[src/rtl/vedic8x8_seq_mult_if.sv]
// Operand/product handshake bundle for vedic8x8_seq_mult.
// Master drives operands and out_ready; slave (the multiplier) returns the product.
interface vedic8x8_seq_mult_if;
    logic        in_valid;
    logic        in_ready;
    logic [7:0]  a;
    logic [7:0]  b;
    logic        out_valid;
    logic        out_ready;
    logic [15:0] product;
    logic        busy;

    modport master (
        output in_valid, a, b, out_ready,
        input  in_ready, out_valid, product, busy
    );

    modport slave (
        input  in_valid, a, b, out_ready,
        output in_ready, out_valid, product, busy
    );
endinterface

[src/rtl/vedic8x8_seq_mult.sv]
// Sequential 8x8 unsigned Vedic multiplier: one 4x4 partial product and one 12-bit add per cycle.
// Optional macro VEDIC_ZERO_BYPASS_EN: a zero operand skips the four multiply steps.
module vedic8x8_seq_mult #(
    parameter int W     = 8,
    parameter int ACC_W = 12
) (
    input  logic                  clk,
    input  logic                  rst_n,
    vedic8x8_seq_mult_if.slave    bus,
    output logic [1:0]            o_dbg_state
);

    // Handshake: a transfer happens on a rising edge where valid and ready are both 1;
    // valid never waits for ready, and an offered product holds stable until taken.

    typedef enum logic [1:0] {
        S_IDLE = 2'd0,
        S_MUL  = 2'd1,
        S_DONE = 2'd2
    } state_t;

    state_t             r_state;
    state_t             w_next_state;
    logic [W-1:0]       r_a;
    logic [W-1:0]       r_b;
    logic [ACC_W-1:0]   r_acc;
    logic [1:0]         r_step;
    logic [3:0]         r_p0_lo;
    logic [2*W-1:0]     r_product;
    logic               r_out_valid;
    logic               r_zero;
    logic               w_zero_op;
    logic [3:0]         w_nib_a;
    logic [3:0]         w_nib_b;
    logic [7:0]         w_pp;
    logic [ACC_W-1:0]   w_term;
    logic [ACC_W-1:0]   w_sum;

    function automatic logic [3:0] vedic2x2(input logic [1:0] x, input logic [1:0] y);
        logic [3:0] r;
        logic       c;
        r[0] = x[0] & y[0];
        r[1] = (x[1] & y[0]) ^ (x[0] & y[1]);
        c    = x[1] & y[0] & x[0] & y[1];
        r[2] = (x[1] & y[1]) ^ c;
        r[3] = x[1] & y[1] & c;
        return r;
    endfunction

    // Urdhva-Tiryagbhyam: vertical and crosswise 2x2 products, summed at their weights.
    function automatic logic [7:0] vedic4x4(input logic [3:0] x, input logic [3:0] y);
        logic [3:0] q0, q1, q2, q3;
        q0 = vedic2x2(x[1:0], y[1:0]);
        q1 = vedic2x2(x[3:2], y[1:0]);
        q2 = vedic2x2(x[1:0], y[3:2]);
        q3 = vedic2x2(x[3:2], y[3:2]);
        return {4'b0, q0} + {2'b0, q1, 2'b0} + {2'b0, q2, 2'b0} + {q3, 4'b0};
    endfunction

`ifdef VEDIC_ZERO_BYPASS_EN
    assign w_zero_op = (bus.a == '0) || (bus.b == '0);
`else
    assign w_zero_op = 1'b0;
`endif

    // step[0] picks the a nibble, step[1] the b nibble: p0, p1, p2, p3 in order.
    assign w_nib_a = r_step[0] ? r_a[7:4] : r_a[3:0];
    assign w_nib_b = r_step[1] ? r_b[7:4] : r_b[3:0];
    assign w_pp    = vedic4x4(w_nib_a, w_nib_b);

    always_comb begin
        w_term = '0;
        case (r_step)
            2'd0:    w_term = {8'b0, w_pp[7:4]};
            2'd1,
            2'd2:    w_term = {4'b0, w_pp};
            default: w_term = {w_pp, 4'b0};
        endcase
    end

    assign w_sum = r_acc + w_term;

    always_ff @(posedge clk) begin
        if (!rst_n) begin
            r_state <= S_IDLE;
        end else begin
            r_state <= w_next_state;
        end
    end

    always_comb begin
        w_next_state = r_state;
        case (r_state)
            S_IDLE:  if (bus.in_valid) w_next_state = S_MUL;
            S_MUL:   if (r_zero || (r_step == 2'd3)) w_next_state = S_DONE;
            S_DONE:  if (bus.out_ready) w_next_state = S_IDLE;
            default: w_next_state = S_IDLE;
        endcase
    end

    always_comb begin
        bus.in_ready  = (r_state == S_IDLE);
        bus.busy      = (r_state == S_MUL) && !r_zero;
        bus.out_valid = r_out_valid;
        bus.product   = r_product;
        o_dbg_state   = r_state;
    end

    always_ff @(posedge clk) begin
        if (!rst_n) begin
            r_a         <= '0;
            r_b         <= '0;
            r_acc       <= '0;
            r_step      <= '0;
            r_p0_lo     <= '0;
            r_product   <= '0;
            r_out_valid <= 1'b0;
            r_zero      <= 1'b0;
        end else begin
            case (r_state)
                S_IDLE: begin
                    if (bus.in_valid) begin
                        r_a    <= bus.a;
                        r_b    <= bus.b;
                        r_acc  <= '0;
                        r_step <= '0;
                        r_zero <= w_zero_op;
                    end
                end
                S_MUL: begin
                    if (r_zero) begin
                        r_product   <= '0;
                        r_out_valid <= 1'b1;
                    end else begin
                        r_acc  <= w_sum;
                        r_step <= r_step + 2'd1;
                        if (r_step == 2'd0) r_p0_lo <= w_pp[3:0];
                        if (r_step == 2'd3) begin
                            r_product   <= {w_sum, r_p0_lo};
                            r_out_valid <= 1'b1;
                        end
                    end
                end
                S_DONE: begin
                    if (bus.out_ready) r_out_valid <= 1'b0;
                end
                default: ;
            endcase
        end
    end

endmodule

[src/flat_wrapper.sv]
// flat-port wrapper written by rule: the top's interface ports become plain ports
module vedic8x8_seq_mult_flat 
#(
    parameter int W     = 8,
    parameter int ACC_W = 12
)
  (clk, rst_n, o_dbg_state, bus_in_valid, bus_a, bus_b, bus_out_ready, bus_in_ready, bus_out_valid, bus_product, bus_busy);
  vedic8x8_seq_mult_if bus_i ();
  input  logic clk;
  input  logic rst_n;
  output logic [1:0] o_dbg_state;
  input wire logic [$bits(bus_i.in_valid)-1:0] bus_in_valid;
  input wire logic [$bits(bus_i.a)-1:0] bus_a;
  input wire logic [$bits(bus_i.b)-1:0] bus_b;
  input wire logic [$bits(bus_i.out_ready)-1:0] bus_out_ready;
  output wire logic [$bits(bus_i.in_ready)-1:0] bus_in_ready;
  output wire logic [$bits(bus_i.out_valid)-1:0] bus_out_valid;
  output wire logic [$bits(bus_i.product)-1:0] bus_product;
  output wire logic [$bits(bus_i.busy)-1:0] bus_busy;
  assign bus_i.in_valid = bus_in_valid;
  assign bus_i.a = bus_a;
  assign bus_i.b = bus_b;
  assign bus_i.out_ready = bus_out_ready;
  assign bus_in_ready = bus_i.in_ready;
  assign bus_out_valid = bus_i.out_valid;
  assign bus_product = bus_i.product;
  assign bus_busy = bus_i.busy;
  vedic8x8_seq_mult #(.W(W), .ACC_W(ACC_W)) u_core (.clk(clk), .rst_n(rst_n), .bus(bus_i), .o_dbg_state(o_dbg_state));
endmodule
[config.mk]
export PLATFORM = sky130hd
export DESIGN_NAME = vedic8x8_seq_mult_flat
export DESIGN_NICKNAME = d
export VERILOG_FILES = /design/src/rtl/vedic8x8_seq_mult_if.sv /design/src/rtl/vedic8x8_seq_mult.sv /design/src/flat_wrapper.sv
export SDC_FILE = /design/constraint.sdc
export NUM_CORES = 1
export LEC_CHECK = 0
export BUFFER_PORTS_ARGS = -buffer_cell sky130_fd_sc_hd__buf_2
export CAP_MARGIN = 20
export CORE_ASPECT_RATIO = 1.75
export CORE_MARGIN = 2
export CORE_UTILIZATION = 55
export CTS_CLUSTER_SIZE = 40
export DETAILED_ROUTE_END_ITERATION = 6
export GPL_ROUTABILITY_DRIVEN = 0
export GPL_TIMING_DRIVEN = 0
export PLACE_DENSITY_LB_ADDON = 0.1
export SYNTH_ARGS = -nofsm -noshare
export SYNTH_HDL_FRONTEND = slang
export SYNTH_SLANG_ARGS = --single-unit
[constraint.sdc]
create_clock -name clk -period 6 [get_ports clk]
set_input_delay 0.3 -clock clk [delete_from_list [all_inputs] [get_ports clk]]
set_output_delay 0.3 -clock clk [all_outputs]
set_load 0.01 [all_outputs]
## Word level (Yosys, flattened, before mapping)

Index checks and enable logic that the tools add are counted.

| word-level totals | value |
|---|---|
| flip-flop bits (word level) | 53 |
| word-level logic and storage cells | 83 |
| input port bits | 20 |

| operators by class | value |
|---|---|
| bitwise logic cells | 36 |
| mux-type cells | 15 |
| add/sub/neg operators | 5 |
| reductions and logical operators | 11 |
| equality and inequality tests | 8 |

Operators with widths:

| cell | count |
|---|---|
| $pmux 12 s2 | 2 |
| $and 1x1->1 | 28 |
| $mux 16 | 1 |
| $add 12x12->12 | 1 |
| $mux 12 | 1 |
| $add 8x6->8 | 1 |
| $add 8x8->8 | 1 |
| $mux 2 | 4 |
| $mux 4 | 2 |
| $reduce_and 2->1 | 4 |
| $xor 1x1->1 | 8 |
| $add 4x6->7 | 1 |
| $eq 2x2->1 const B | 3 |
| $pmux 2 s3 | 1 |
| $reduce_and 3->1 | 2 |
| $eq 2x1->1 const B | 2 |
| $logic_not 2->1 | 2 |
| $ne 2x2->1 const B | 2 |
| $pmux 2 s2 | 1 |
| $reduce_bool 2->1 | 2 |
| $add 2x1->2 const B | 1 |
| $mux 1 | 2 |
| $ne 2x1->1 const B | 1 |
| $pmux 1 s2 | 1 |
| $reduce_or 2->1 | 1 |

## Logic depth before layout (Yosys ltp)

Gate-level depths: netlist (run 1).

| depth | value |
|---|---|
| depth after elaboration | 11 |
| depth in mapped cells | 23 |
| gate-level depth less buffers | 22 |

## Least setup slack after synthesis (run 1)

OpenSTA, ideal clock, no wires.

| timing path | value |
|---|---|
| path type | register -> register |
| from | register u_core.r_step[1] |
| to | register u_core.r_product[11], in the netlist u_core.bus.product[11] |
| cell stages (with the launch flop) | 22 |
| buffers on the path | 1 |
| setup time | 62 ps |
| arrival | 5,084 ps |
| path slack | 854 ps |
| required time | 5,938 ps |
| cell sequence | dfxtp_1 -> buf_2 -> mux2i_1 -> nor4_1 -> ha_1 -> ha_1 -> inv_1 -> fa_1 -> xor2_1 -> fa_1 -> fa_1 -> and2b_1 -> o22ai_1 -> xnor2_1 -> a22oi_1 -> nor2_1 -> ha_1 -> o211ai_2 -> o21ai_2 -> a31oi_1 -> or4b_1 -> nand3_1 |

| on the way | value |
|---|---|
| cells in the longest elaborated chain, start to end | 11 |

Ends and longest elaborated chain:

| item | line | text |
|---|---|---|
| start, declared | vedic8x8_seq_mult.sv:27 | `logic [1:0] r_step;` |
| start signal, assigned | vedic8x8_seq_mult.sv:136 | `r_step <= r_step + 2'd1;` |
| $mux 4 | vedic8x8_seq_mult.sv:68 | `assign w_nib_b = r_step[1] ? r_b[7:4] : r_b[3:0];` |
| $and 1x1->1 | vedic8x8_seq_mult.sv:43, vedic8x8_seq_mult.sv:44 |  |
| $and 1x1->1 (2 in a row) | vedic8x8_seq_mult.sv:44 | `c = x[1] & y[0] & x[0] & y[1];` |
| $xor 1x1->1 or $and 1x1->1 (tied branches) | vedic8x8_seq_mult.sv:45, vedic8x8_seq_mult.sv:46 |  |
| $add 4x6->7 | vedic8x8_seq_mult.sv:57 | `return {4'b0, q0} + {2'b0, q1, 2'b0} + {2'b0, q2, 2'b0} + {q3, 4'b0};` |
| $add 8x6->8 | vedic8x8_seq_mult.sv:57 |  |
| $add 8x8->8 | vedic8x8_seq_mult.sv:57 |  |
| $pmux 12 s2 | vedic8x8_seq_mult.sv:73 | `case (r_step)` |
| $add 12x12->12 | vedic8x8_seq_mult.sv:81 | `assign w_sum = r_acc + w_term;` |
| $mux 16 | vedic8x8_seq_mult.sv:138 | `if (r_step == 2'd3) begin` |
| end signal, assigned | vedic8x8_seq_mult.sv:139 | `r_product <= {w_sum, r_p0_lo};` |
| end, declared | vedic8x8_seq_mult.sv:29 | `logic [2*W-1:0] r_product;` |

Parallel ways exist; a longest one is shown, timed or not. The select of a mux whose other input is x is not followed.
A chain may end at the register's enable or synchronous reset.

## Worst setup path after layout (run 1)

| timing path | value |
|---|---|
| from | register u_core.r_step[0] |
| to | register u_core.r_product[11], in the netlist u_core.bus.product[11] |

| on the way | value |
|---|---|
| cells in the longest elaborated chain, start to end | 11 |

Ends and longest elaborated chain:

| item | line | text |
|---|---|---|
| $mux 4 | vedic8x8_seq_mult.sv:67 | `assign w_nib_a = r_step[0] ? r_a[7:4] : r_a[3:0];` |
| $and 1x1->1 | vedic8x8_seq_mult.sv:43, vedic8x8_seq_mult.sv:44 |  |
| $and 1x1->1 (2 in a row) | vedic8x8_seq_mult.sv:44 |  |
| $xor 1x1->1 or $and 1x1->1 (tied branches) | vedic8x8_seq_mult.sv:45, vedic8x8_seq_mult.sv:46 |  |
| $add 4x6->7 | vedic8x8_seq_mult.sv:57 |  |
| $add 8x6->8 | vedic8x8_seq_mult.sv:57 |  |
| $add 8x8->8 | vedic8x8_seq_mult.sv:57 |  |
| $pmux 12 s2 | vedic8x8_seq_mult.sv:73 |  |
| $add 12x12->12 | vedic8x8_seq_mult.sv:81 |  |
| $mux 16 | vedic8x8_seq_mult.sv:138 |  |

Parallel ways exist; a longest one is shown, timed or not. The select of a mux whose other input is x is not followed.

==> results.md, run 1 <==
* Initial cell density of the core at 56.2%
* First-pass GRT wire length at 13500 um
* Worst max-slew margin expressed relative to the limit at 58.0%
* Synthesized cell area at 0.00342 mm^2
* Number of antenna-violating nets in the routed design at 0
* Total of hold buffers inserted after clock tree synthesis at 0
* Number of enable-type register cells in the synthesized netlist at 0
* Max Slew Vio Count at 0
* RSZ-0062 raised after global routing: no
* Worst min-delay path category: input port to flip-flop
* Seq/Total Area, Yosys at 31.0%
* Cell count after synthesis at 427
* Origin of the worst min-delay path: bus_b[6]
* Cells along the critical path: buf_2, mux2i_1, nor4_1, ha_1, ha_1, inv_1, fa_1, xor2_1, fa_1, fa_1, and2b_1, o22ai_1, xnor2_1, a22oi_1, nor2_1, ha_1, o211ai_2, o21ai_2, a31oi_1, or4b_1, nand3_1
* Time the worst path needs with I/O delays and setup at 5790 ps
* Total number of vias at 3101
* Via count of the first global-routing pass at 3027
* Critical path arrival at approximately 6000 ps
* Std cell rows at 38
* Tightest Pin Transition at between 600 and 700 ps
* Worst reg2reg path startpoint: u_core.r_step[0]
* Total die area at 0.00690 mm^2
* Setup crit start: u_core.r_step[0]
* MaxCap Viol Count at 0
* Final setup slack of the worst path at 211 ps
* Number of endpoints failing setup at the final stage at 0
* Clock transition at path regs at around 110 ps
* Most frequently used flop master after synthesis: sky130_fd_sc_hd__dfxtp_1
* Number of DRC markers in iteration 0 at around 150
* Total of flip-flops plus latches after synthesis at 53
* Final Routed Wirelength at 7970 um
* Die height at 108 um
* Final period utilization at 96.5%
* Critical Path RT at 6270 ps
* Fraction of final layout cells with drive strength greater than 1 at 14.5%
* Antenna diodes at 0
* Area overhead of the layout relative to synthesis at 11.6%
* # IOs at roughly 40
* Synth warnings at 0
* Syn Nets at 477
* Largest net degree at the start of global routing at 19
* Proportion of register bits with asynchronous set or reset after synthesis at 0%
* Number of library cell types mapped by synthesis at 56
* Vias per inst at 5.59
* Placement-stage worst setup slack at 275 ps
* Count of unresolved DRC violations after routing at 0
* HPWL Detailed at 6350 um
* Root Buffer Master: sky130_fd_sc_hd__clkbuf_8
* Maximum buffer depth of the clock tree at 2
* Layout Nets at about 520
* Maximum clock frequency at 173 MHz
* Kind of launch point of the worst setup path: flip-flop
* Die width at roughly 64 um
* CTS H-tree lvls at 2
* CP max stage delay at 570 ps
* Clock skew at ~9.5 ps
* Combined global-route utilization of all metal layers at around a quarter
* Run status: finished clean
* Most frequent standard cell in the layout excluding fill and tap cells: sky130_fd_sc_hd__nand2_1
* Total power divided by cell area at between 150 and 200 mW/mm^2
* TritonCTS clock tree: done
* Length of the first detailed-routing pass in iterations at 4
* Congestion Overflow GR at 0
* Cell with the largest stage delay on the worst path: sky130_fd_sc_hd__mux2i_1
* Clock latency on the worst-skew pair at 320 ps
* Wirelength per Cell at 14.4 um
* Maximum resistive drop on vdd at around 0.22 mV
* Synthesized area per cell at 8.02 um^2
* Initial antenna violation count at 0
* Core Region at slightly above 0.006 mm^2
* Number of hold-slack violations in the final timing report at 0
* Setup TNS at 0 ps
* Path type of the worst setup path: flip-flop to flip-flop
* Top library cells by usage in the layout, fill and taps aside: sky130_fd_sc_hd__nand2_1, sky130_fd_sc_hd__dfxtp_1, sky130_fd_sc_hd__buf_2
* Clock buffer count from CTS at 5
* FILL cells at just over 600
* Number of I/O port buffers at 40
* Clock net sink count at 53
* Top fanout value on the critical path at 6
* Setup Buffers After CTS at 0
* Crit end category: flip-flop
* Leak Pwr at 1.62 nW
[where the power goes]
group	internal, mW	total (mW)	leakage [nW]	switching [mW]
Sequential	0.361	0.366	0.430	0.00510
Clock	0.0854	0.218	0.0452	0.133
Combinational	0.0288	0.0778	1.15	0.0490
[cell families (layout without fill, tap and decap cells)]
kind of cell | count (synthesis) | in the layout | share of synthesized area (%)
multiplexers | 11 | 11 | 3.22
flip-flops | 53 | 53 | 31.0
buffers and inverters | 47 | 95 | 5.67
AO/OA/AOI/OAI | 102 | 102 | 21.4
AND/OR/NAND/NOR | 169 | 169 | 22.8
XOR/XNOR | 15 | 15 | 3.84
adder cells (fa/ha/maj) | 30 | 30 | 12.1
[layer usage]
metal	vias up	share of wire (%)	GRT usage (%)
met5	-	0	0
met4	0	5.5	16.0
met3	31	3.8	3.95
met2	89	52	46.2
met1	1416	38	25.3
li1	1565	-	-
[state kept, by name, summed over array words and instances (netlist names)]
register,flops
u_core.r_acc,12
u_core.r_a,8
u_core.o_dbg_state,2
u_core.bus.out_valid,1
u_core.r_b,8
u_core.r_step,2
u_core.bus.product,16
u_core.r_p0_lo,4
[final timing paths]
path | cells past startpoint | slack, ps | end
min reg2reg | 2 | 460 | u_core.r_b[6]
max reg2reg | 21 | 210 | u_core.bus.product[11]
min | 3 | 220 | u_core.r_b[6]
max | 21 | 210 | u_core.bus.product[11]
[Yosys cell counts, types with 3 or more instances]
cell                       count  area [um^2]
sky130_fd_sc_hd__mux2i_1      11          110
sky130_fd_sc_hd__or2_2         3         18.8
sky130_fd_sc_hd__dfxtp_1      53         1060
sky130_fd_sc_hd__nor2b_1       4         25.0
sky130_fd_sc_hd__and2_1        5         31.3
sky130_fd_sc_hd__a21oi_1      17         85.1
sky130_fd_sc_hd__o21a_1        4         30.0
sky130_fd_sc_hd__fa_1          5          100
sky130_fd_sc_hd__a22o_1        3         26.3
sky130_fd_sc_hd__a21boi_0     35          263
sky130_fd_sc_hd__a31oi_1       3         18.8
sky130_fd_sc_hd__clkbuf_1     15         56.3
sky130_fd_sc_hd__nand2_1      84          315
sky130_fd_sc_hd__nor3_1        7         35.0
sky130_fd_sc_hd__xnor2_1       8         70.1
sky130_fd_sc_hd__o21ai_0      12         60.1
sky130_fd_sc_hd__nand3_1      20          100
sky130_fd_sc_hd__inv_1        21         78.8
sky130_fd_sc_hd__nand4_1       4         25.0
sky130_fd_sc_hd__xor2_1        7         61.3
sky130_fd_sc_hd__ha_1         25          313
sky130_fd_sc_hd__nor3b_1       5         37.5
sky130_fd_sc_hd__a21o_1        7         52.6
sky130_fd_sc_hd__buf_2         8         40.0
sky130_fd_sc_hd__nor2_1       23         86.3
[timing repair]
item                                    CTS  global route
endpoints found under the setup margin    0             1
endpoints found under the hold margin     0             0
gates resized for setup                   0             1
[layout make-up]
cell class              instances  area, um^2  area share (%)
plain buffers                  25         111            2.91
clock buffers                   5        68.8            1.80
clock inverters                 3        25.0           0.655
inverters                      22        82.6            2.16
multi-input cells             327        2170            56.8
flip-flops and latches         53        1060            27.8
well taps                      80         100            2.62
repair buffers                 40         200            5.24
[worst max-delay path: cells and delay by family, from the launching register on]
kind / cells / cell delay [ps]
adder cells (fa/ha/maj): 6 / 2210
AND/OR/NAND/NOR: 5 / 1060
AO/OA/AOI/OAI: 5 / 890
multiplexers: 1 / 570
XOR/XNOR: 2 / 380
flip-flops: 1 / 350
buffers and inverters: 2 / 250
[per-stage QoR]
step                      hold WS [ps]  power [mW]  cell area (um^2)  std cells  util (%)
after CTS                          202       0.668              3820        555      62.7
final                              215       0.662              3820        555      62.8
after global routing               211       0.691              3820        555      62.8
after detailed placement           451       0.451              3720        547      61.2
after global placement             443       0.449              3720        547      61.2
after floorplan                    432       0.425              3420        427         -
(Power assumes the default switching activity.)
==> run 2: changes to the inputs <==
- ABC_AREA: default -> 1
==> run 2 against run 1 <==
Against the previous run:
- largest cell class unchanged
- hold slack improved by 22 ps
- via count decreased by 1.6%
- worst setup slack improved by 430 ps
- register-to-register slack improved by 430 ps
==> results.md, run 2 <==
* Run status: finished clean (unchanged)
* CTS H-tree lvls at 2 (unchanged)
* Via count of the first global-routing pass at 2940 (was 3027)
* Time the worst path needs with I/O delays and setup at 5360 ps (was 5790 ps)
* Top library cells by usage in the layout, fill and taps aside: sky130_fd_sc_hd__nand2_1, sky130_fd_sc_hd__nor2_1, sky130_fd_sc_hd__inv_1 (was sky130_fd_sc_hd__nand2_1, sky130_fd_sc_hd__dfxtp_1, sky130_fd_sc_hd__buf_2)
* Max Slew Vio Count at 0 (unchanged)
* Die width at 62.3 um (was 63.6 um)
* Clock latency on the worst-skew pair at 310 ps (was 320 ps)
* Combined global-route utilization of all metal layers at 24.9% (about the same)
* FILL cells at 562 (was 613)
* Total number of vias at 3051 (was 3101)
* Hold Slack at 237 ps (was 215 ps)
* Number of antenna-violating nets in the routed design at 0 (unchanged)
* Cell count after synthesis at 469 (was 427)
* Clock net sink count at 53 (unchanged)
* Largest register FFs at 16 (unchanged)
* Origin of the worst min-delay path: bus_b[5] (was bus_b[6])
* Final Routed Wirelength at 7860 um (was 7970 um)
* Seq/Total Area, Yosys at 32.5% (was 31.0%)
* Biggest area contributors in the synthesized netlist: sky130_fd_sc_hd__dfxtp_1, sky130_fd_sc_hd__nand2_1, sky130_fd_sc_hd__ha_1 (unchanged)
* Number of I/O port buffers at 40 (unchanged)
* Combinational power share at 18.7% (was 11.8%)
* Wirelength per Cell at 13.2 um (was 14.4 um)
* Placement-stage worst setup slack at 654 ps (was 275 ps)
* Critical path arrival at 5610 ps (was 6060 ps)
* Number of endpoints failing setup at the final stage at 0 (unchanged)
* Power Internal at 0.544 mW (was 0.475 mW)
* Total of hold buffers inserted after clock tree synthesis at 0 (unchanged)
* Proportion of register bits with asynchronous set or reset after synthesis at 0% (unchanged)
* Top cell type by total area after synthesis: sky130_fd_sc_hd__dfxtp_1 (unchanged)
* Synthesized area per cell at 6.96 um^2 (was 8.02 um^2)
* Clock transition at path regs at 100 ps (was 110 ps)
* Cell depth of the worst min-delay path at 3 (unchanged)
* Std cell rows at 37 (was 38)
* Number of DRC markers in iteration 0 at 122 (was 145)
* Tightest Pin Transition at 563 ps (was 613 ps)
* Synthesized cell area at 0.00327 mm^2 (was 0.00342 mm^2)
* Top fanout value on the critical path at 7 (was 6)
* Antenna diodes at 0 (unchanged)
* First-pass GRT wire length at 13000 um (was 13500 um)
* Net Sw Frac at 29.2% (was 28.3%)
* Synth warnings at 0 (unchanged)
* Worst min-delay path category: input port to flip-flop (unchanged)
* Worst reg2reg path startpoint: u_core.r_step[1] (was u_core.r_step[0])
* Layout Nets at 566 (was 524)
* Number of cell instances on the worst register-to-register path at 26 (was 21)
* Commonest cells in the synthesized netlist: sky130_fd_sc_hd__nand2_1, sky130_fd_sc_hd__nor2_1, sky130_fd_sc_hd__inv_1, sky130_fd_sc_hd__dfxtp_1, sky130_fd_sc_hd__o21ai_0 (was sky130_fd_sc_hd__nand2_1, sky130_fd_sc_hd__dfxtp_1, sky130_fd_sc_hd__a21boi_0, sky130_fd_sc_hd__ha_1, sky130_fd_sc_hd__nor2_1)
* Final period utilization at 89.4% (was 96.5%)
* Clock network fraction of total power at 32.2% (was 33.0%)
* Initial antenna violation count at 0 (unchanged)
* Maximum buffer depth of the clock tree at 2 (unchanged)
* Cell count after placement at 587 (was 547)
* Fraction of final layout cells with drive strength greater than 1 at 13.0% (was 14.5%)
* Total die area at 0.00659 mm^2 (was 0.00690 mm^2)
* Syn Nets at 519 (was 477)
* Clock skew at 4.74 ps (was 9.53 ps)
* Net switching component of the power at 0.225 mW (was 0.187 mW)
* Total of flip-flops plus latches after synthesis at 53 (unchanged)
* Count of unresolved DRC violations after routing at 0 (unchanged)
* Setup TNS at 0 ps (unchanged)
* Maximum resistive drop on vdd at 0.128 mV (was 0.221 mV)
* # IOs at 41 (unchanged)
* Die height at 106 um (was 108 um)
* Kind of launch point of the worst setup path: flip-flop (unchanged)
* Area overhead of the layout relative to synthesis at 12.5% (was 11.6%)
* MaxCap Viol Count at 0 (unchanged)
* Critical Path RT at 6240 ps (was 6270 ps)
* Largest net degree at the start of global routing at 17 (was 19)
* Total power divided by cell area at 209 mW/mm^2 (was 173 mW/mm^2)
* Core Region at 0.00579 mm^2 (was 0.00609 mm^2)
* Leak Pwr at 1.84 nW (was 1.62 nW)
* Crit end category: flip-flop (unchanged)
* Area fraction of the dominant cell type after synthesis at 32.5% (was 31.0%)
* Setup slack, reg-to-reg at 640 ps (was 210 ps)
* Most frequent standard cell in the layout excluding fill and tap cells: sky130_fd_sc_hd__nand2_1 (unchanged)
* Worst min-delay path endpoint: u_core.r_b[5] (was u_core.r_b[6])
* Path type of the worst setup path: flip-flop to flip-flop (unchanged)
* Initial cell density of the core at 56.4% (was 56.2%)
* HPWL Detailed at 6380 um (was 6350 um)
* Post-layout power at 0.768 mW (was 0.662 mW)
* Endpoint of the most critical register-to-register path: u_core.r_acc[5] (was u_core.bus.product[11])
* Most instantiated library cell after synthesis: sky130_fd_sc_hd__nand2_1 (unchanged)
* Worst max-slew margin expressed relative to the limit at 62.0% (was 58.0%)
* Maximum clock frequency at 186 MHz (was 173 MHz)
* Most frequently used flop master after synthesis: sky130_fd_sc_hd__dfxtp_1 (unchanged)
* Sequential power share at 49.1% (was 55.2%)
* Length of the first detailed-routing pass in iterations at 5 (was 4)
* Post-route cell area at 0.00367 mm^2 (was 0.00382 mm^2)
* Number of library cell types mapped by synthesis at 34 (was 56)
* Vias per inst at 5.13 (was 5.59)
* Number of resized instances in the post-cts repair step at 0 (unchanged)
* Final setup slack of the worst path at 638 ps (was 211 ps)
* Root Buffer Master: sky130_fd_sc_hd__clkbuf_8 (unchanged)
* Clock buffer count from CTS at 5 (unchanged)
* Setup Buffers After CTS at 0 (unchanged)
* RSZ-0062 raised after global routing: no (unchanged)
* TritonCTS clock tree: done (unchanged)
* Number of standard cells in the layout, taps in and fillers out at 595 (was 555)
* Final core utilization at 63.5% (was 62.8%)
* Number of enable-type register cells in the synthesized netlist at 0 (unchanged)
* Number of hold-slack violations in the final timing report at 0 (unchanged)
* Area post-placement at 0.00356 mm^2 (was 0.00372 mm^2)
* Congestion Overflow GR at 0 (unchanged)
## run 2: cell types whose count changed after synthesis, sizes merged, moves of 8 or more
cell    change
nor2       +47
a21oi      +17
inv        +47
clkbuf      -8
a21boi     -36
mux2i      -11
o21ai      +26
## run 2: critical path, stage by stage (launching register included)
cell                      delay [ps]
sky130_fd_sc_hd__dfxtp_1         500
sky130_fd_sc_hd__inv_2           100
sky130_fd_sc_hd__or2_0           210
sky130_fd_sc_hd__o21a_1          160
sky130_fd_sc_hd__nand2_1         140
sky130_fd_sc_hd__nor2_1           70
sky130_fd_sc_hd__ha_1            280
sky130_fd_sc_hd__ha_1            170
sky130_fd_sc_hd__inv_1            60
sky130_fd_sc_hd__fa_1            370
sky130_fd_sc_hd__xor2_1          190
sky130_fd_sc_hd__fa_1            600
sky130_fd_sc_hd__inv_1            60
sky130_fd_sc_hd__ha_1            280
sky130_fd_sc_hd__a21oi_1         140
sky130_fd_sc_hd__nor2_1           50
sky130_fd_sc_hd__nor2_1          100
sky130_fd_sc_hd__xor2_1          300
sky130_fd_sc_hd__o22ai_1         120
sky130_fd_sc_hd__ha_1            390
sky130_fd_sc_hd__nand2_1         100
sky130_fd_sc_hd__nand3_1         180
sky130_fd_sc_hd__inv_1            70
sky130_fd_sc_hd__o21ai_1         170
sky130_fd_sc_hd__xor2_1          270
sky130_fd_sc_hd__nand2_1          80
sky130_fd_sc_hd__a21oi_1         120
## run 2: cell type report
class                           instances  area (um^2)  share of cell area (%)
Buffer                                 13         58.8                    1.60
Clock buffer                            6         72.6                    1.97
Clock inverter                          2         38.8                    1.06
Inverter                               69          259                    7.05
Multi-Input combinational cell        334         1890                    51.3
Sequential cell                        53         1060                    28.9
Tap cell                               78         97.6                    2.66
Timing Repair Buffer                   40          200                    5.45
## run 2: worst max path at each step
| stage | from | to | slack, ps |
|---|---|---|---|
| after floorplan | u_core.r_step[0] | u_core.r_acc[5] | 1360 |
| after global placement | u_core.r_step[1] | u_core.bus.product[12] | 690 |
| after detailed placement | u_core.r_step[1] | u_core.bus.product[12] | 650 |
| after CTS | u_core.r_step[1] | u_core.bus.product[12] | 610 |
| after global routing | u_core.r_step[1] | u_core.bus.product[14] | 270 |
| final | u_core.r_step[1] | u_core.r_acc[5] | 640 |
## run 2: logic make-up (layout without fill, tap and decap cells)
kind of cell	after synthesis	after routing	synth area share [%]
adders and majority gates	30	30	12.6
xor gates and xnor gates	13	13	3.72
AOI/OAI and AO/OA	97	97	16.7
DFF	53	53	32.5
buffers and inverters	82	130	9.73
and+or+nand+nor	194	194	24.8
## run 2: metal layers
layer | up-vias | part of all wire [%] | track usage [%]
met2 | 46 | 55 | 49.0
met5 | - | 0 | 0
li1 | 1595 | - | -
met3 | 16 | 2.4 | 2.86
met4 | 0 | 3.2 | 11.3
met1 | 1394 | 39 | 25.9
## run 2: power by group through the flow
stage	registers (mW)	clock network (mW)	logic, mW
6_report	0.377	0.247	0.144
5_1_grt	0.379	0.263	0.165
4_1_cts	0.377	0.251	0.145
3_5_place_dp	0.385	0	0.144
3_3_place_gp	0.385	0	0.143
2_1_floorplan	0.383	0	0.104
==> run 3: changes to the inputs <==
- CORE_ASPECT_RATIO: 1.75 -> 2
- SETUP_SLACK_MARGIN: default -> 0.2
- SLEW_MARGIN: default -> 20
==> run 3 against run 2 <==
Against the previous run:
- count of clock-buffer cells in the layout is the same
- fmax shrank 2.3%
- worst setup slack lost 130 ps
- clock power grew 17%
- global-route usage grew 2.5 points
- final area grew 0.51%
- combinational power grew 3%
- critical path type unchanged
==> results.md, run 3 (same netlist as run 2, synthesis figures left out) <==
* Worst min-delay path endpoint: u_core.r_b[1] (was u_core.r_b[5])
* Setup crit start: u_core.r_step[0] (was u_core.r_step[1])
* Post-layout power at 0.815 mW (was 0.768 mW)
* Die height at 113 um (was 106 um)
* Clock latency on the worst-skew pair at 300 ps (was 310 ps)
* Clock net sink count at 53 (unchanged)
* Total power divided by cell area at 221 mW/mm^2 (was 209 mW/mm^2)
* Path type of the worst setup path: flip-flop to flip-flop (unchanged)
* Final Routed Wirelength at 8330 um (was 7860 um)
* RSZ-0062 raised after global routing: no (unchanged)
* TritonCTS clock tree: done (unchanged)
* Kind of launch point of the worst setup path: flip-flop (unchanged)
* Placement-stage worst setup slack at 523 ps (was 654 ps)
* Number of endpoints failing setup at the final stage at 0 (unchanged)
* Origin of the worst min-delay path: bus_b[1] (was bus_b[5])
* Total die area at 0.00661 mm^2 (was 0.00659 mm^2)
* Clock buffer count from CTS at 5 (unchanged)
* First-pass GRT wire length at 13900 um (was 13000 um)
* Initial cell density of the core at 57.2% (was 56.4%)
* Worst min-delay path category: input port to flip-flop (unchanged)
* Maximum clock frequency at 182 MHz (was 186 MHz)
* Cell depth of the worst min-delay path at 3 (unchanged)
* Maximum buffer depth of the clock tree at 2 (unchanged)
* Max Slew Vio Count at 0 (unchanged)
* Length of the first detailed-routing pass in iterations at 4 (was 5)
* Area overhead of the layout relative to synthesis at 13.1% (was 12.5%)
* Cell count after placement at 570 (was 587)
* Largest register FFs at 16 (unchanged)
* Via count of the first global-routing pass at 3158 (was 2940)
* Tightest Pin Transition at 559 ps (was 563 ps)
* HPWL Detailed at 6670 um (was 6380 um)
* Clock transition at path regs at 80 ps (was 100 ps)
* Antenna diodes at 0 (unchanged)
* Final setup slack of the worst path at 512 ps (was 638 ps)
* Time the worst path needs with I/O delays and setup at 5490 ps (was 5360 ps)
* Clock skew at 9.87 ps (was 4.74 ps)
* Total of hold buffers inserted after clock tree synthesis at 0 (unchanged)
* Setup slack, reg-to-reg at 510 ps (was 640 ps)
* Die width at 58.5 um (was 62.3 um)
* Initial antenna violation count at 0 (unchanged)
* Core Region at 0.00571 mm^2 (was 0.00579 mm^2)
* Crit end category: flip-flop (unchanged)
* Std cell rows at 39 (was 37)
* Number of I/O port buffers at 40 (unchanged)
* Worst reg2reg path startpoint: u_core.r_step[0] (was u_core.r_step[1])
* Wirelength per Cell at 14.4 um (was 13.2 um)
* Number of DRC markers in iteration 0 at 166 (was 122)
* Worst max-slew margin expressed relative to the limit at 62.3% (was 62.0%)
* # IOs at 41 (unchanged)
* Number of standard cells in the layout, taps in and fillers out at 578 (was 595)
* Congestion Overflow GR at 0 (unchanged)
* Root Buffer Master: sky130_fd_sc_hd__clkbuf_16 (was sky130_fd_sc_hd__clkbuf_8)
* CTS H-tree lvls at 2 (unchanged)
* Largest net degree at the start of global routing at 17 (unchanged)
* Layout Nets at 566 (unchanged)
* Number of cell instances on the worst register-to-register path at 26 (unchanged)
* Run status: finished clean (unchanged)
* Top library cells by usage in the layout, fill and taps aside: sky130_fd_sc_hd__nand2_1, sky130_fd_sc_hd__nor2_1, sky130_fd_sc_hd__inv_1 (unchanged)
* Number of hold-slack violations in the final timing report at 0 (unchanged)
* Top fanout value on the critical path at 7 (unchanged)
* Number of antenna-violating nets in the routed design at 0 (unchanged)
* Leak Pwr at 1.86 nW (was 1.84 nW)
* Total number of vias at 3077 (was 3051)
* Setup TNS at 0 ps (unchanged)
* Most frequent standard cell in the layout excluding fill and tap cells: sky130_fd_sc_hd__nand2_1 (unchanged)
* Critical Path RT at 6190 ps (was 6240 ps)
* Critical path arrival at 5680 ps (was 5610 ps)
* Endpoint of the most critical register-to-register path: u_core.bus.product[12] (was u_core.r_acc[5])
* Maximum resistive drop on vdd at 0.222 mV (was 0.128 mV)
* Combined global-route utilization of all metal layers at 27.5% (was 24.9%)
* MaxCap Viol Count at 0 (unchanged)
* Final period utilization at 91.5% (was 89.4%)
* Vias per inst at 5.32 (was 5.13)
* Count of unresolved DRC violations after routing at 0 (unchanged)
* Fraction of final layout cells with drive strength greater than 1 at 13.3% (was 13.0%)
==> run 3: worst max-delay path by stage <==
stage | cells past startpoint | end | slack [ps]
2_1_floorplan | 26 | u_core.r_acc[5] | 1360
3_3_place_gp | 26 | u_core.bus.product[12] | 570
3_5_place_dp | 26 | u_core.bus.product[12] | 520
4_1_cts | 26 | u_core.bus.product[12] | 470
5_1_grt | 26 | u_core.bus.product[12] | 250
6_report | 26 | u_core.bus.product[12] | 510
==> run 3: metal layers <==
layer  vias up  wire (um)  track usage, %
li1       1582          -               -
met1      1397       2930            26.9
met2        75       4680            50.6
met3        23        258            3.77
met4         0        455            17.8
met5         -          0               0
==> run 3: power by group <==
| part | total [mW] | switching (mW) | internal (mW) |
|---|---|---|---|
| clock | 0.290 | 0.134 | 0.156 |
| combinational | 0.148 | 0.0966 | 0.0515 |
| sequential | 0.377 | 0.00966 | 0.367 |
| total | 0.815 | 0.240 | 0.575 |
==> run 3: timing repair <==
action | CTS | global route
resized for setup | 0 | 2
setup buffers | 0 | 0
setup endpoints to repair | 0 | 3
==> run 3: critical path, cell delays in order, from the launching register on <==
cell	delay, ps
sky130_fd_sc_hd__dfxtp_1	490
sky130_fd_sc_hd__inv_2	120
sky130_fd_sc_hd__or2_1	220
sky130_fd_sc_hd__o21a_2	150
sky130_fd_sc_hd__nand2_4	80
sky130_fd_sc_hd__nor2_1	40
sky130_fd_sc_hd__ha_1	270
sky130_fd_sc_hd__ha_1	180
sky130_fd_sc_hd__inv_1	60
sky130_fd_sc_hd__fa_1	370
sky130_fd_sc_hd__xor2_1	190
sky130_fd_sc_hd__fa_1	540
sky130_fd_sc_hd__fa_1	590
sky130_fd_sc_hd__o22ai_1	220
sky130_fd_sc_hd__ha_1	230
sky130_fd_sc_hd__inv_1	70
sky130_fd_sc_hd__fa_1	390
sky130_fd_sc_hd__inv_1	120
sky130_fd_sc_hd__nand3_1	80
sky130_fd_sc_hd__nand2_1	160
sky130_fd_sc_hd__nand3_1	130
sky130_fd_sc_hd__nand2_1	80
sky130_fd_sc_hd__nor2_1	50
sky130_fd_sc_hd__nor2_1	280
sky130_fd_sc_hd__nand2_1	100
sky130_fd_sc_hd__o211ai_1	100
sky130_fd_sc_hd__inv_1	50
==> run 3: layout make-up <==
| type | count | area (um^2) |
|---|---|---|
| Fill cell | 536 | 2020 |
| Multi-Input combinational cell | 334 | 1890 |
| Sequential cell | 53 | 1060 |
| Inverter | 69 | 259 |
| Timing Repair Buffer | 40 | 200 |
| Clock buffer | 6 | 129 |
| Tap cell | 61 | 76.3 |
| Buffer | 13 | 58.8 |
| Clock inverter | 2 | 13.8 |
==> run 3: stage by stage <==
| stage | hold slack [ps] | cell area, um^2 | util, % |
|---|---|---|---|
| after floorplan | 425 | 3270 | - |
| after global placement | 452 | 3540 | 62.0 |
| after detailed placement | 454 | 3540 | 62.0 |
| after CTS | 256 | 3680 | 64.5 |
| after global routing | 271 | 3690 | 64.7 |
| final | 256 | 3690 | 64.7 |
